<file path="src/rtl/ctrl_unit_fsm_if.sv">
// Handshake bundle between the multi-cycle control unit and the IR/datapath/memory side.
// The control unit drives the strobes (master); the datapath supplies opcode, flags and mem_ready (slave).
interface ctrl_unit_fsm_if #(
    parameter int OPW = 6
);
    logic [OPW-1:0] opcode;
    logic           zero;
    logic           mem_ready;
    logic           ir_load;
    logic           pc_inc;
    logic           pc_load;
    logic [2:0]     alu_op;
    logic           reg_we;
    logic           mem_rd;
    logic           mem_wr;
    logic           illegal_op;
    logic           bus_err;
    logic           halted;
    logic [2:0]     state;

    modport master (
        input  opcode, zero, mem_ready,
        output ir_load, pc_inc, pc_load, alu_op, reg_we,
               mem_rd, mem_wr, illegal_op, bus_err, halted, state
    );

    modport slave (
        output opcode, zero, mem_ready,
        input  ir_load, pc_inc, pc_load, alu_op, reg_we,
               mem_rd, mem_wr, illegal_op, bus_err, halted, state
    );
endinterface

</file>
<file path="src/rtl/ctrl_unit_fsm.sv">
// Multi-cycle instruction control unit: fetch/decode/exec/mem/writeback sequencing with a
// memory-wait timeout. Outputs are decoded combinationally from the registered state.
module ctrl_unit_fsm #(
    parameter int MEM_TIMEOUT = 15,
    parameter int OPW         = 6
) (
    input  logic              clk,
    input  logic              rst,
    ctrl_unit_fsm_if.master   bus
);
    localparam logic [2:0] S_IDLE   = 3'd0;
    localparam logic [2:0] S_FETCH  = 3'd1;
    localparam logic [2:0] S_DECODE = 3'd2;
    localparam logic [2:0] S_EXEC   = 3'd3;
    localparam logic [2:0] S_MEM    = 3'd4;
    localparam logic [2:0] S_WB     = 3'd5;
    localparam logic [2:0] S_HALT   = 3'd6;

    localparam logic [OPW-1:0] OP_NOP   = OPW'(6'b000000);
    localparam logic [OPW-1:0] OP_ADD   = OPW'(6'b000001);
    localparam logic [OPW-1:0] OP_SUB   = OPW'(6'b000010);
    localparam logic [OPW-1:0] OP_AND   = OPW'(6'b000011);
    localparam logic [OPW-1:0] OP_OR    = OPW'(6'b000100);
    localparam logic [OPW-1:0] OP_LOAD  = OPW'(6'b010000);
    localparam logic [OPW-1:0] OP_STORE = OPW'(6'b010001);
    localparam logic [OPW-1:0] OP_BRZ   = OPW'(6'b100000);
    localparam logic [OPW-1:0] OP_JMP   = OPW'(6'b100001);
    localparam logic [OPW-1:0] OP_HALT  = OPW'(6'b111111);

    localparam logic [7:0] TIMEOUT_CNT = 8'(MEM_TIMEOUT);

    typedef enum logic [2:0] {
        C_NOP, C_ALU, C_LOAD, C_STORE, C_BRZ, C_JMP, C_HALT, C_ILL
    } op_class_t;

    function automatic op_class_t classify(input logic [OPW-1:0] op);
        op_class_t c;
        case (op)
            OP_NOP:                         c = C_NOP;
            OP_ADD, OP_SUB, OP_AND, OP_OR:  c = C_ALU;
            OP_LOAD:                        c = C_LOAD;
            OP_STORE:                       c = C_STORE;
            OP_BRZ:                         c = C_BRZ;
            OP_JMP:                         c = C_JMP;
            OP_HALT:                        c = C_HALT;
            default:                        c = C_ILL;
        endcase
        return c;
    endfunction

    function automatic logic [2:0] alu_code(input logic [OPW-1:0] op);
        logic [2:0] a;
        case (op)
            OP_SUB, OP_BRZ: a = 3'b001;
            OP_AND:         a = 3'b010;
            OP_OR:          a = 3'b011;
            default:        a = 3'b000;
        endcase
        return a;
    endfunction

    logic [2:0] state_q, state_d;
    logic [7:0] cnt_q, cnt_d;
    op_class_t  cls;
    logic       wait_st;
    logic       timed_out;

    assign cls       = classify(bus.opcode);
    assign wait_st   = (state_q == S_FETCH) || (state_q == S_MEM);
    // mem_ready arriving on the limit cycle wins over the timeout
    assign timed_out = wait_st && !bus.mem_ready && (cnt_q == TIMEOUT_CNT);

    always_ff @(posedge clk) begin
        if (!rst) begin
            state_q <= S_IDLE;
            cnt_q   <= '0;
        end else begin
            state_q <= state_d;
            cnt_q   <= cnt_d;
        end
    end

    always_comb begin
        state_d = state_q;
        case (state_q)
            S_IDLE:   state_d = S_FETCH;
            S_FETCH: begin
                if (bus.mem_ready)  state_d = S_DECODE;
                else if (timed_out) state_d = S_IDLE;
            end
            S_DECODE: begin
                case (cls)
                    C_ALU, C_LOAD, C_STORE, C_BRZ: state_d = S_EXEC;
                    C_HALT:                        state_d = S_HALT;
                    default:                       state_d = S_FETCH;
                endcase
            end
            S_EXEC: begin
                case (cls)
                    C_ALU:          state_d = S_WB;
                    C_LOAD, C_STORE: state_d = S_MEM;
                    default:        state_d = S_FETCH;
                endcase
            end
            S_MEM: begin
                if (bus.mem_ready)  state_d = (cls == C_LOAD) ? S_WB : S_FETCH;
                else if (timed_out) state_d = S_IDLE;
            end
            S_WB:     state_d = S_FETCH;
            S_HALT:   state_d = S_HALT;
            default:  state_d = S_IDLE;
        endcase
    end

    // Wait counter restarts on every state change, so each FETCH/MEM visit gets a fresh budget
    always_comb begin
        cnt_d = cnt_q;
        if (state_d != state_q)
            cnt_d = '0;
        else if (wait_st && !bus.mem_ready)
            cnt_d = cnt_q + 8'd1;
    end

    always_comb begin
        bus.ir_load    = 1'b0;
        bus.pc_inc     = 1'b0;
        bus.pc_load    = 1'b0;
        bus.alu_op     = 3'b000;
        bus.reg_we     = 1'b0;
        bus.mem_rd     = 1'b0;
        bus.mem_wr     = 1'b0;
        bus.illegal_op = 1'b0;
        bus.bus_err    = 1'b0;
        bus.halted     = 1'b0;
        bus.state      = state_q;
        case (state_q)
            S_FETCH: begin
                bus.mem_rd  = 1'b1;
                bus.ir_load = bus.mem_ready;
                bus.pc_inc  = bus.mem_ready;
                bus.bus_err = timed_out;
            end
            S_DECODE: begin
                bus.pc_load    = (cls == C_JMP);
                bus.illegal_op = (cls == C_ILL);
            end
            S_EXEC: begin
                bus.alu_op  = alu_code(bus.opcode);
                bus.pc_load = (cls == C_BRZ) && bus.zero;
            end
            S_MEM: begin
                bus.mem_rd  = (cls == C_LOAD);
                bus.mem_wr  = (cls != C_LOAD);
                bus.bus_err = timed_out;
            end
            S_WB:    bus.reg_we = 1'b1;
            S_HALT:  bus.halted = 1'b1;
            default: ;
        endcase
    end
endmodule

</file>
<file path="src/flat_wrapper.sv">
// flat-port wrapper written by rule: the top's interface ports become plain ports
module ctrl_unit_fsm_flat 
#(
    parameter int MEM_TIMEOUT = 15,
    parameter int OPW         = 6
)
  (clk, rst, bus_opcode, bus_zero, bus_mem_ready, bus_ir_load, bus_pc_inc, bus_pc_load, bus_alu_op, bus_reg_we, bus_mem_rd, bus_mem_wr, bus_illegal_op, bus_bus_err, bus_halted, bus_state);
  ctrl_unit_fsm_if #(.OPW(OPW)) bus_i ();
  input  logic clk;
  input  logic rst;
  input wire logic [$bits(bus_i.opcode)-1:0] bus_opcode;
  input wire logic [$bits(bus_i.zero)-1:0] bus_zero;
  input wire logic [$bits(bus_i.mem_ready)-1:0] bus_mem_ready;
  output wire logic [$bits(bus_i.ir_load)-1:0] bus_ir_load;
  output wire logic [$bits(bus_i.pc_inc)-1:0] bus_pc_inc;
  output wire logic [$bits(bus_i.pc_load)-1:0] bus_pc_load;
  output wire logic [$bits(bus_i.alu_op)-1:0] bus_alu_op;
  output wire logic [$bits(bus_i.reg_we)-1:0] bus_reg_we;
  output wire logic [$bits(bus_i.mem_rd)-1:0] bus_mem_rd;
  output wire logic [$bits(bus_i.mem_wr)-1:0] bus_mem_wr;
  output wire logic [$bits(bus_i.illegal_op)-1:0] bus_illegal_op;
  output wire logic [$bits(bus_i.bus_err)-1:0] bus_bus_err;
  output wire logic [$bits(bus_i.halted)-1:0] bus_halted;
  output wire logic [$bits(bus_i.state)-1:0] bus_state;
  assign bus_i.opcode = bus_opcode;
  assign bus_i.zero = bus_zero;
  assign bus_i.mem_ready = bus_mem_ready;
  assign bus_ir_load = bus_i.ir_load;
  assign bus_pc_inc = bus_i.pc_inc;
  assign bus_pc_load = bus_i.pc_load;
  assign bus_alu_op = bus_i.alu_op;
  assign bus_reg_we = bus_i.reg_we;
  assign bus_mem_rd = bus_i.mem_rd;
  assign bus_mem_wr = bus_i.mem_wr;
  assign bus_illegal_op = bus_i.illegal_op;
  assign bus_bus_err = bus_i.bus_err;
  assign bus_halted = bus_i.halted;
  assign bus_state = bus_i.state;
  ctrl_unit_fsm #(.MEM_TIMEOUT(MEM_TIMEOUT), .OPW(OPW)) u_core (.clk(clk), .rst(rst), .bus(bus_i));
endmodule
</file>
<file path="config.mk">
export PLATFORM = sky130hd
export DESIGN_NAME = ctrl_unit_fsm_flat
export DESIGN_NICKNAME = d
export VERILOG_FILES = /design/src/rtl/ctrl_unit_fsm_if.sv /design/src/rtl/ctrl_unit_fsm.sv /design/src/flat_wrapper.sv
export SDC_FILE = /design/constraint.sdc
export NUM_CORES = 1
export LEC_CHECK = 0
export ABC_AREA = 1
export BUFFER_PORTS_ARGS = -buffer_cell sky130_fd_sc_hd__clkbuf_2
export CORE_MARGIN = 2
export CORE_UTILIZATION = 27
export DETAILED_ROUTE_END_ITERATION = 6
export PLACE_DENSITY = 0.48
export SYNTH_ARGS = -nofsm -noshare
export SYNTH_HDL_FRONTEND = slang
export SYNTH_SLANG_ARGS = --single-unit
</file>
<file path="constraint.sdc">
create_clock -name clk -period 4 [get_ports clk]
set_clock_uncertainty 0.1 [all_clocks]
set_input_delay 0.4 -clock clk [delete_from_list [all_inputs] [get_ports clk]]
set_output_delay 0.4 -clock clk [all_outputs]
set_load 0.02 [all_outputs]
</file>
Yosys cells after proc, flatten, opt, wreduce, memory -nomap -nowiden --
Index checks and enable logic that the tools add are counted.
Word-level totals: flip-flop bits (word level) 11, bits in latches 0, bits in writable memories 0, memory bits (read-only) 0, input bits 10, memories kept 0
Cells by class: add/subtract/negate cells 1, $mul 0, div/mod/pow operators 0, magnitude comparators 0, equality and inequality tests 25, shifts and indexed selects 0, mux-type cells 18, bitwise logic cells 1, reduce and logical (&&, ||, !) cells 14
Operator list (number):
- 3-bit equality test, second input constant | 7
- 3-bit case mux with 7 select lines | 1
- 6-bit equality test, second input constant | 3
- 3-bit case mux with 6 select lines | 1
- 3-bit 2-to-1 mux | 5
- 3-bit by 2-bit equality test with 1-bit output, second input constant | 4
- 6-bit by 2-bit equality test with 1-bit output, second input constant | 2
- 6-bit by 5-bit equality test with 1-bit output, second input constant | 2
- 3-bit case mux with 2 select lines | 2
- 2-bit OR reduction | 5
- 8-bit by 1-bit adder with 8-bit output, second input constant | 1
- 8-bit by 4-bit equality test with 1-bit output, second input constant | 1
- 4-bit OR reduction | 2
- 3-bit by 1-bit equality test with 1-bit output, second input constant | 2
- 6-bit by 1-bit equality test with 1-bit output, second input constant | 1
- 6-bit by 3-bit equality test with 1-bit output, second input constant | 1
- 6-bit logical NOT | 1
- 1-bit 2-to-1 mux | 6
- 2-bit case mux with 3 select lines | 1
- 1-bit case mux with 2 select lines | 2
- 1-bit logical AND | 3
- 3-bit logical NOT | 1
- 3-bit by 2-bit != test with 1-bit output, second input constant | 1
- 3-bit != test | 1
- 3 further kinds | 3

Logic depth before layout (Yosys ltp) --
Gate-level depths: netlist of the first run.
word-level depth 9, depth in mapped cells 13, gate-level depth less buffers 12

Least setup slack after synthesis of the first run --
OpenSTA, ideal clock, no wires.
path kind flip-flop to output port, start register u_core.state_q[2] (netlist: u_core.bus.state[2]), end output port bus_bus_err, arrival time 1.762 ns, data required time 3.500 ns, path slack 1.738 ns, stages on the path, launching flop included 9, cell sequence dfxtp_1 buf_6 inv_2 nand3_2 nand2_2 nand2_4 nor2_2 nand3_1 nor4_1
On the way: longest elaborated chain between the ends 5, elaborated cells between the ends (all ways) 7, those cells by class 2 x eq/ne; 1 x mux; 4 x reduce/logical
Ends and longest elaborated chain:
- start: declaration | line ctrl_unit_fsm.sv:62 | logic [2:0] state_q, state_d;
- start signal: assignment | line ctrl_unit_fsm.sv:78 | state_q <= state_d;
- 3-bit by 1-bit equality test with 1-bit output or 3-bit equality test (tied branches) | line ctrl_unit_fsm.sv:69, ctrl_unit_fsm.sv:136
- 1-bit logical OR | line ctrl_unit_fsm.sv:69 | assign wait_st = (state_q == S_FETCH) || (state_q == S_MEM);
- 1-bit logical AND (2 in a row) | line ctrl_unit_fsm.sv:71 | assign timed_out = wait_st && !bus.mem_ready && (cnt_q == TIMEOUT_CNT);
- 1-bit 2-to-1 mux (*) | line ctrl_unit_fsm.sv:136 | case (state_q)
- end: declaration | line flat_wrapper.sv:22 | output wire logic [$bits(bus_i.bus_err)-1:0] bus_bus_err;
Mark *: on every way between the ends. The rest lies on a longest branch, timed or not.

Worst setup path in the final report of the first run --
Ends and elaborated chain as after synthesis.

==> flow_metrics.tcl, run 1 <==
set metrics [dict create \
    drt_iter0_markers 42 \
    final_cell_mix "nand2_1, clkbuf_2, inv_1" \
    status "completed" \
    postCtsResizedCells 0 \
    startpoint "u_core.bus.state[2]$_SDFF_PN0_" \
    finalMaxSlewViolations 0 \
    min-delay-path-class "in -> reg" \
    netlist_area_mm2 0.00103 \
    cp.required_ns 3.50 \
    grt_max_degree 10 \
    ys_types 32 \
    antenna_left 0 \
    preCtsSetupSlack_ns 1.86 \
    drc 0 \
    numCtsBuffers 3 \
    die-area_mm2 0.00434 \
    cts_tree "done" \
    vias_per_cell 4.62 \
    gp_congestion 0.745 \
    die_w_um 65.9 \
    max_cap_violations 0 \
    synth_top_area_frac 0.213 \
    ys_seq_area_frac 0.213 \
    synth_top_cells_by_area "dfxtp_1, nand2_1, nor3_2" \
    r2r_start "u_core.bus.state[2]$_SDFF_PN0_" \
    layout_commonest_cell "nand2_1" \
    place_area_mm2 0.00118 \
    insertion_delay_ns 0.24 \
    ios 25 \
    finalSetupViolations 0 \
    synth_edf_count 0 \
    hold_viol 0 \
    fin_area_mm2 0.00123 \
    diodes 0 \
    numPortBuffers 23 \
    cp.arrival_ns 1.88 \
    syn_nets 164 \
    finalCritPeriodShare 0.595 \
    critPathMaxFanout 9 \
    holdWs_ns 0.298 \
    power_leakage_nw 0.595 \
    layout-drive-gt1-share 0.311 \
    min_from "rst" \
    yosysWarnings 0 \
    cts_hold_buffers 0 \
    avgSynthCellArea_um2 6.76 \
    setup_ws_ns 1.62 \
    grt_pass1_vias 970 \
    root_buffer "clkbuf_8" \
    std_cell_rows 22 \
    die_h_um 65.9 \
    async_flop_share 0 \
    vias 1040 \
    rsz0062_at_grt "false" \
    peakVddDrop_v 0.0000823 \
    post_cts_buffers 0 \
    clk_pin_slew_worst_paths_ns 0.05 \
    max_freq_mhz 420 \
    clockBufferDepth 2 \
    final_cells 225 \
    htreeDepth 1 \
    synth_ff_type "dfxtp_1" \
    grt-ovfl-total 0 \
    final_net_count 189 \
    cts_sinks 11 \
    crit_type "reg -> out" \
    firstDrtPassIters 4 \
    tns_ns 0 \
    grtUsageTotal 0.118 \
    end_kind "primary output" \
    yosys_register_bits 11 \
    post-route-min-period_ns 2.38 \
    initial_utilization 0.283 \
    antenna_found_initial 0 \
    routed_wl_um 2350 \
    worst_setup_path_start_kind "register" \
    yosysTopAreaCell "dfxtp_1" \
    pwr_density_cell_mw_per_mm2 256 \
    synthCells 153 \
    syn2layout_area_growth_pct 18.7 \
    core_mm2 0.00366 \
    grt_first_pass_wirelength_um 4030 \
    place_hpwl_um 1850 \
    place_inst 221 \
    wire_per_inst_um 10.4 \
]
## critical path: stages (launching register included)
cell	delay [ns]
dfxtp_1	0.56
nand2_2	0.16
nand2_2	0.13
nand2_4	0.08
nor2_2	0.12
nand3_1	0.15
nor4_1	0.22
clkbuf_2	0.22
## final cells by class
class	count	area (um2)
Clock buffer	4	45.0
Fill cell	408	2430
Inverter	25	93.8
Multi-Input combinational cell	114	694
Sequential cell	11	220
Tap cell	48	60.1
Timing Repair Buffer	23	115
## where the power goes
part	switching [mW]	internal [mW]	leakage, nW
logic	0.0572	0.0258	0.483
clock network	0.0443	0.0702	0.0228
registers	0.00444	0.112	0.0891
## metrics by stage
step / utilization / total power [mW]
finish: 0.336 / 0.314
global route: 0.336 / 0.332
CTS: 0.336 / 0.320
detailed placement: 0.323 / 0.203
global placement: 0.323 / 0.203
floorplan: - / 0.181
## worst paths after layout
kind | endpoint | slack [ns] | cells past startpoint
worst max register to register | u_core.cnt_q[7]$_SDFFE_PP0P_ | 2.09 | 12
worst min-delay path | u_core.bus.state[0]$_SDFF_PN0_ | 0.30 | 3
worst min register to register | u_core.cnt_q[1]$_SDFFE_PP0P_ | 0.50 | 2
worst max-delay path | bus_bus_err | 1.62 | 7
## Yosys cell counts, types with 2 or more instances
library cell   n
a21oi_1        4
buf_4          2
dfxtp_1       11
inv_1         19
inv_2          5
nand2_1       31
nand2_2        3
nand3_1       17
nand3_2        3
nand4_1        7
nor2_1        14
nor2_2         2
nor2_4         2
nor3_2         9
o21ai_0        2
xnor2_1        2
xor2_1         5
## layer usage
| layer | routed length, um | track usage |
|---|---|---|
| met5 | 0 | 0 |
| met4 | 18 | 0.0391 |
| met3 | 87 | 0.0170 |
| met2 | 1120 | 0.203 |
| met1 | 1120 | 0.151 |
## registers in the layout (all words and copies together) (netlist names)
name and cells:
u_core.bus.state 3, u_core.cnt_q 8
## logic make-up (layout without fill, tap and decap cells)
kind of cell	Yosys count	in the layout	synth area share
other	1	1	0.00362
AOI/OAI and AO/OA	8	8	0.0423
xor gates and xnor gates	7	7	0.0593
and+or+nand+nor	96	96	0.544
adders and majority gates	1	1	0.0121
muxes	1	1	0.00967
buffers and inverters	28	52	0.116
DFF	11	11	0.213
No activity file was read; power rests on OpenSTA's default activity.
==> inputs of run 2 (changes only) <==
--- a/config.mk
+++ b/config.mk
@@ -5,12 +5,12 @@
 export SDC_FILE = /design/constraint.sdc
 export NUM_CORES = 1
 export LEC_CHECK = 0
-export ABC_AREA = 1
+export ABC_AREA = 0
 export BUFFER_PORTS_ARGS = -buffer_cell sky130_fd_sc_hd__clkbuf_2
 export CORE_MARGIN = 2
 export CORE_UTILIZATION = 27
 export DETAILED_ROUTE_END_ITERATION = 6
-export PLACE_DENSITY = 0.48
+export PLACE_DENSITY = 0.5
 export SYNTH_ARGS = -nofsm -noshare
 export SYNTH_HDL_FRONTEND = slang
 export SYNTH_SLANG_ARGS = --single-unit
==> constraint.sdc (replaced) <==
create_clock -name clk -period 2.05 [get_ports clk]
set_clock_uncertainty 0.1 [all_clocks]
set_input_delay 0.205 -clock clk [delete_from_list [all_inputs] [get_ports clk]]
set_output_delay 0.205 -clock clk [all_outputs]
set_load 0.02 [all_outputs]
==> run 2 against run 1 <==
Net effect: core utilization rose by 0.33 points; first-iteration DRC count is 130% higher; register-to-register slack lost 1.8 ns; global-route usage rose by 1.0 points; total power up 84%.
==> flow_metrics.tcl, run 2 <==
set metrics [dict create \
    grt_max_degree 18 \
    largest_reg_flops 8 \
    status "completed" \
    syn_nets 154 \
    final_cells 209 \
    synth_edf_count 0 \
    yosys_register_bits 11 \
    root_buffer "clkbuf_8" \
    final_net_count 173 \
    reg2regPathDepth 4 \
    die_w_um 66.3 \
    numPortBuffers 23 \
    yosysWarnings 0 \
    synth_ff_type "dfxtp_1" \
    drc 0 \
    initial_utilization 0.284 \
    yosys-top-cells-count "nor3_1, dfxtp_1, o21ai_0" \
    r2r_start "u_core.cnt_q[5]$_SDFFE_PP0P_" \
    place_inst 205 \
    startpoint "u_core.bus.state[2]$_SDFF_PN0_" \
    htreeDepth 1 \
    max_freq_mhz 508 \
    r2r_setup_slack_ns 0.31 \
    finalSetupViolations 0 \
    peakVddDrop_v 0.000288 \
    tns_ns 0 \
    critPathMaxFanout 15 \
    crit_type "reg -> out" \
    synth_top_cells_by_area "dfxtp_1, nor3_1, o21ai_0" \
    die_h_um 66.3 \
    std_cell_rows 22 \
    min-delay-path-class "in -> reg" \
    ys_types 45 \
    worst_setup_path_start_kind "register" \
    wire_per_inst_um 12.2 \
    pwr_density_cell_mw_per_mm2 462 \
    diodes 0 \
    clockBufferDepth 2 \
    layout_commonest_cell "clkbuf_2" \
    async_flop_share 0 \
    cp.required_ns 1.75 \
    grt-ovfl-total 0 \
    grt_pass1_vias 939 \
    routed_wl_um 2560 \
    ys_seq_area_frac 0.210 \
    max_cap_violations 0 \
    regMostFlops "u_core.cnt_q" \
    ios 25 \
    post_cts_buffers 0 \
    synth_top_area_frac 0.210 \
    gp_congestion 0.802 \
    hold_viol 0 \
    cp.arrival_ns 1.66 \
    grtUsageTotal 0.129 \
    fin_area_mm2 0.00125 \
    end_kind "primary output" \
    synth.most_common_cell "nor3_1" \
    place_area_mm2 0.00119 \
    die-area_mm2 0.00440 \
    drt_iter0_markers 95 \
    power_leakage_nw 0.446 \
    avgSynthCellArea_um2 7.33 \
    firstDrtPassIters 4 \
    crit_path_end "bus_pc_load" \
    numCtsBuffers 3 \
    post-route-min-period_ns 1.97 \
    power.total_uw 577 \
    core_mm2 0.00369 \
    vias_per_cell 5.11 \
    yosysTopAreaCell "dfxtp_1" \
    antenna_left 0 \
    layout-drive-gt1-share 0.248 \
    finalCritPeriodShare 0.959 \
    place_hpwl_um 1900 \
    rsz0062_at_grt "false" \
    netlist_area_mm2 0.00105 \
    grt_first_pass_wirelength_um 4420 \
    cts_sinks 11 \
    antenna_found_initial 0 \
    final_cell_mix "clkbuf_2, nor3_1, o21ai_0" \
    finalMaxSlewViolations 0 \
    insertion_delay_ns 0.24 \
    vias 1069 \
    syn2layout_area_growth_pct 19.2 \
    cts_tree "done" \
    clk_pin_slew_worst_paths_ns 0.05 \
    rr_endpoint "u_core.cnt_q[1]$_SDFFE_PP0P_" \
    synthCells 143 \
]
-- run 2: area by class of cell --
| type | instances | area (um2) |
|---|---|---|
| clock buffers | 4 | 45.0 |
| fillers | 415 | 2440 |
| inverters | 3 | 11.3 |
| multi-input cells | 117 | 772 |
| flip-flops and latches | 11 | 224 |
| well taps | 48 | 60.1 |
| repair buffers | 26 | 138 |
-- run 2: timing repair --
| action | CTS | global route |
|---|---|---|
| hold buffers | 0 | 0 |
| endpoints found under the setup margin | 2 | 2 |
| gates resized for setup | 2 | 2 |
-- run 2: critical path, stage by stage (launching register included) --
cell	delay (ns)
dfxtp_2	0.41
inv_1	0.13
o21ai_0	0.16
a211o_1	0.35
a211oi_2	0.18
clkbuf_2	0.19
-- run 2: cell families after synthesis --
kind of cell | share of synthesized area
buffers and inverters | 0.0668
DFF | 0.210
xor gates and xnor gates | 0.0907
muxes | 0.00955
and+or+nand+nor | 0.354
adders and majority gates | 0.0119
AOI/OAI and AO/OA | 0.253
other | 0.00358
-- run 2: worst min path at each step --
stage / start / endpoint / slack (ns) / cells past startpoint
2_1_floorplan: rst / u_core.bus.state[2]$_SDFF_PN0_ / 0.22 / 1
3_5_place_dp: rst / u_core.bus.state[2]$_SDFF_PN0_ / 0.37 / 2
6_report: rst / u_core.bus.state[2]$_SDFF_PN0_ / 0.12 / 2
3_3_place_gp: u_core.cnt_q[7]$_SDFFE_PP0P_ / u_core.cnt_q[7]$_SDFFE_PP0P_ / 0.39 / 2
5_1_grt: rst / u_core.bus.state[2]$_SDFF_PN0_ / 0.14 / 2
4_1_cts: rst / u_core.bus.state[2]$_SDFF_PN0_ / 0.12 / 2
-- run 2: layer usage --
metal	vias to the layer above	GRT usage	wire, um	part of all wire
met3	4	0.0307	100	0.039
li1	558	-	-	-
met2	16	0.180	1080	0.42
met1	491	0.188	1350	0.53
met4	0	0.0459	34	0.013
met5	-	0	0	0
-- run 2: metrics by stage --
stage	hold slack [ns]	worst slack, ns	utilization
after global placement	0.389	0.217	0.323
after detailed placement	0.367	0.192	0.323
final	0.123	0.0832	0.339
after global routing	0.143	0.00489	0.339
after floorplan	0.223	0.0865	-
after CTS	0.116	0.0435	0.336
-- run 2: report_power, final --
group | switching (mW) | internal, mW
registers | 0.0113 | 0.218
clock network | 0.0805 | 0.136
logic | 0.0826 | 0.0487
total | 0.174 | 0.403
